File: config.mk
export PLATFORM = sky130hd
export DESIGN_NAME = mux_scan_ctrl
export DESIGN_NICKNAME = d
export VERILOG_FILES = /design/src/rtl/mux_scan_pkg.sv /design/src/rtl/mux_scan_ctrl.sv
export SDC_FILE = /design/constraint.sdc
export NUM_CORES = 1
export LEC_CHECK = 0
export ABC_AREA = 1
export BUFFER_PORTS_ARGS = -buffer_cell sky130_fd_sc_hd__buf_2
export CORE_UTILIZATION = 34
export DETAILED_ROUTE_END_ITERATION = 8
export PLACE_DENSITY = 0.61
export SETUP_SLACK_MARGIN = 0.05
export SLEW_MARGIN = 5
export SYNTH_ARGS = -nofsm -noshare
export SYNTH_HDL_FRONTEND = slang
export SYNTH_SLANG_ARGS = --single-unit
File: constraint.sdc
create_clock -name clk -period 1.2 [get_ports clk]
set_input_delay 0.06 -clock clk [delete_from_list [all_inputs] [get_ports clk]]
set_output_delay 0.06 -clock clk [all_outputs]
set_load 0.01 [all_outputs]
File: src/rtl/mux_scan_pkg.sv
// Shared types and limits for the dual 4:1 mux scan sequencer.
package mux_scan_pkg;

    typedef enum logic [1:0] {
        IDLE,
        SETTLE,
        HOLD
    } state_e;

    localparam logic [1:0] SEL_LAST   = 2'd3;
    localparam int         MAX_SETTLE = 15;

endpackage

File: src/rtl/mux_scan_ctrl.sv
// Steps a dual 4:1 tri-state mux through all selects and
// assembles both channels into one word on a valid/ready port.
module mux_scan_ctrl
    import mux_scan_pkg::*;
#(
    parameter int SETTLE_CYCLES = 1
) (
    input  logic       clk,
    input  logic       rst_n,
    input  logic       start,
    input  logic       cont,
    input  logic       abort,
    output logic       S0,
    output logic       S1,
    output logic       G1_n,
    output logic       G2_n,
    input  logic       Y1,
    input  logic       Y2,
    output logic [7:0] data,
    output logic       valid,
    input  logic       ready,
    output logic       busy
);

    if (SETTLE_CYCLES < 1 || SETTLE_CYCLES > MAX_SETTLE) begin : g_bad_settle
        $error("SETTLE_CYCLES out of range 1..15");
    end

    localparam logic [3:0] SAMPLE_AT = 4'(SETTLE_CYCLES - 1);

    state_e     state_q, state_d;
    logic [1:0] idx_q, idx_d;
    logic [3:0] cnt_q, cnt_d;
    logic [7:0] data_q, data_d;

    always_ff @(posedge clk or negedge rst_n) begin
        if (!rst_n) begin
            state_q <= IDLE;
            idx_q   <= 2'd0;
            cnt_q   <= 4'd0;
            data_q  <= 8'h00;
        end else begin
            state_q <= state_d;
            idx_q   <= idx_d;
            cnt_q   <= cnt_d;
            data_q  <= data_d;
        end
    end

    // Abort wins over both sampling and the handshake.
    always_comb begin
        state_d = state_q;
        idx_d   = idx_q;
        cnt_d   = cnt_q;
        data_d  = data_q;
        unique case (state_q)
            IDLE: begin
                if (start) begin
                    state_d = SETTLE;
                    idx_d   = 2'd0;
                    cnt_d   = 4'd0;
                end
            end
            SETTLE: begin
                if (abort) begin
                    state_d = IDLE;
                    idx_d   = 2'd0;
                    cnt_d   = 4'd0;
                end else if (cnt_q == SAMPLE_AT) begin
                    data_d[{1'b0, idx_q}] = Y1;
                    data_d[{1'b1, idx_q}] = Y2;
                    cnt_d = 4'd0;
                    if (idx_q == SEL_LAST) begin
                        state_d = HOLD;
                    end else begin
                        idx_d = idx_q + 2'd1;
                    end
                end else begin
                    cnt_d = cnt_q + 4'd1;
                end
            end
            HOLD: begin
                if (abort) begin
                    state_d = IDLE;
                    idx_d   = 2'd0;
                end else if (ready) begin
                    state_d = cont ? SETTLE : IDLE;
                    idx_d   = 2'd0;
                    cnt_d   = 4'd0;
                end
            end
            default: begin
                state_d = IDLE;
                idx_d   = 2'd0;
                cnt_d   = 4'd0;
            end
        endcase
    end

    always_comb begin
        {S1, S0} = 2'b00;
        G1_n     = 1'b1;
        G2_n     = 1'b1;
        valid    = 1'b0;
        busy     = 1'b0;
        unique case (state_q)
            SETTLE: begin
                {S1, S0} = idx_q;
                G1_n     = 1'b0;
                G2_n     = 1'b0;
                busy     = 1'b1;
            end
            HOLD: begin
                {S1, S0} = SEL_LAST;
                valid    = 1'b1;
                busy     = 1'b1;
            end
            default: ;
        endcase
    end

    assign data = data_q;

endmodule

==> metrics.md <==
| Metric | Value |
|---|---|
| Power density relative to cell area | `around 2100 nW/µm²` |
| Final period util | `121%` |
| Layout cells sized above 1 | `52.0%` |
| Hold crit path type | `input pin to flop` |
| Chip Height | `55.2 µm` |
| Worst Path Required | `1.14 ns` |
| Type of destination of the critical path | `output pin` |
| DRC viols | `0` |
| Drt initial violations | `26` |
| IO Pins | `22` |
| All-layer global routing usage | `between 15 and 20%` |
| Number of setup violations in the final report | `22` |
| Vias/cell | `just under 5` |
| Routed len/inst | `13.2 µm` |
| CTS tree | `yes` |
| Worst setup margin | `-0.250 ns` |
| CTS root buf | `clkbuf_4` |
| Starting Density | `between 30% and 40%` |
| CP Launch Type | `flop` |
| ANT cells | `0` |
| Final net count | `190` |
| FMAX | `690 MHz` |
| Number of synthesized register bits | `16` |
| RSZ-0062 raised after global routing | `true` |
| Worst skew pair latency | `0.30 ns` |
| H-tree depth | `1` |
| Syn nets | `140` |
| Worst path top cell family by delay | `flip-flops` |
| Post-synthesis instance total | `122` |
| Synth Warn # | `0` |
| GP Congestion | `around 0.73` |
| Mean Syn Cell Area | `7.90 µm²` |
| Post-synthesis sequential area ratio | `41.6%` |
| CTS clk-pin slew, worst paths | `0.10 ns` |
| P&R area growth vs syn | `63.9%` |
| TritonRoute pass-1 iters | `4` |
| WL final | `2660 µm` |
| Final HPWL DP | `roughly 1700 µm` |
| Final Power | `3.29 mW` |
| Pins over their slew limit | `0` |
| Clock Tree Buf Depth | `2` |
| Maximum vdd ir drop | `approximately 1.2 mV` |
| Dpl cell area | `1200 µm²` |
| Vias in the first global route | `943` |
| Fin Clk Skew | `0.00537 ns` |
| Max cap viols | `0` |
| Fin area | `around 1600 µm²` |
| CP Max Fanout | `4` |
| Actual slew at the worst max-slew pin | `0.379 ns` |
| Max incr delay on CP | `0.42 ns` |
| Core area | `2570 µm²` |
| Rel. slew slack | `74.7%` |
| Total gr overflow | `0` |
| Final antenna-violating net count | `0` |
| Largest net degree at the start of global routing | `17` |
| Critical Path AT | `1.39 ns` |
| Critical path class | `flop to output pin` |
| CP max stage cell | `dfrtp_1` |
| Total number of vias | `967` |
| Failing checks | `negative setup slack` |
| PortBufs | `21` |
| Post-synthesis cell area | `963 µm²` |
| First-pass GRT wire length | `4260 µm` |
| Min Tclk post-route | `1.45 ns` |
| Leakage power | `0.785 nW` |
| Fill cells | `between 200 and 250` |
| Post-synth cell types | `18` |
| CTS buffer count | `3` |
| Die area | `3050 µm²` |
| Post-Route Utilization | `61.5%` |
| Row Count | `18` |
| Initial antenna violation count | `0` |
| Die Width | `55.2 µm` |
| Crit path buf inv count | `4` |
| Status | `finished with violations` |
| Most frequent cells in the layout | `nand2_1, buf_2, dfrtp_1` |
| Clock sinks | `16` |
| Final Hold Violating Endpoints | `0` |
| CP cell instances | `inv_2 > ha_4 > buf_6 > inv_4 > a21oi_2 > buf_2` |
logic make-up (layout without fill, tap and decap cells):
kind of cell / Yosys count / after routing / synth area share, %
AND/OR/NAND/NOR: 58 / 58 / 27.3
flip-flops: 16 / 16 / 41.6
buffers and inverters: 22 / 71 / 9.09
adder cells (fa/ha/maj): 10 / 10 / 13.0
AO/OA/AOI/OAI: 16 / 16 / 9.09
stage by stage:
stage	setup TNS (ns)	cells	worst slack [ns]	hold WS, ns
finish	-3.81	201	-0.250	0.0713
global placement	-0.958	184	-0.0796	-0.00450
global route	-5.40	201	-0.330	0.0733
detailed placement	-1.58	184	-0.172	0.00433
CTS	-2.21	195	-0.258	0.0710
floorplan	-0.187	122	-0.0194	-0.236
report_power, final:
part	switching (mW)	total, mW	internal [mW]
Sequential	0.130	0.849	0.719
Combinational	1.04	2.07	1.03
Clock	0.188	0.374	0.185
worst min-delay path: cells and delay by family:
family,cells,cell delay (ns)
AOI/OAI and AO/OA,1,0.13
buffers and inverters,2,0.15
sequential cells by signal (all words and copies together), names as in the netlist:
signal   count
idx_q        2
state_q      2
cnt_q        4
data         8
synthesized netlist by cell type, drive strengths merged:
| cell | count | area share (%) |
|---|---|---|
| inv | 20 | 7.8 |
| nand4 | 4 | 2.6 |
| buf | 1 | 0.78 |
| ha | 10 | 13 |
| nand2 | 35 | 15 |
| nand3 | 10 | 5.7 |
| clkinv | 1 | 0.52 |
| dfrtp | 16 | 42 |
| a21oi | 6 | 3.9 |
| o21ai | 10 | 5.2 |
| nor2 | 9 | 4.3 |
repair_timing:
item / in CTS / in global routing
endpoints found under the hold margin: 16 / 0
cloned: 0 / 0
endpoints found under the setup margin: 22 / 22
resized for setup: 28 / 24
setup buffers: 6 / 6
pin swaps: 10 / 15
hold buffers: 1 / 0
metal layers:
layer | share of wire [%] | vias to the layer above | global-route usage [%]
met2 | 54 | 12 | 29.9
li1 | - | 482 | -
met3 | 2.4 | 6 | 4.92
met4 | 1.9 | 0 | 3.21
met5 | 0 | - | 0
met1 | 41 | 467 | 21.5
path summary, 6_finish.rpt:
check	depth (start not counted)	end	slack [ns]	from
max	6	S1	-0.25	state_q[0]$_DFFE_PN0P_
min	3	data[1]$_DFFE_PN0P_	0.07	Y1
max reg2reg	9	state_q[1]$_DFFE_PN0P_	-0.23	state_q[0]$_DFFE_PN0P_
min reg2reg	2	data[5]$_DFFE_PN0P_	0.50	data[5]$_DFFE_PN0P_
max in group asynchronous	2	idx_q[1]$_DFFE_PN0P_	0.73	rst_n
min in group asynchronous	2	cnt_q[1]$_DFFE_PN0P_	0.19	rst_n
final cells by class:
class                   instances  area [µm²]  area share, %
inverters                      21        93.8           5.94
flip-flops and latches         16         400           25.4
multi-input cells              84         652           41.3
well taps                      30        37.5           2.38
clock buffers                   4        36.3           2.30
repair buffers                 46         359           22.7
Power figures use the tool's default switching activity.
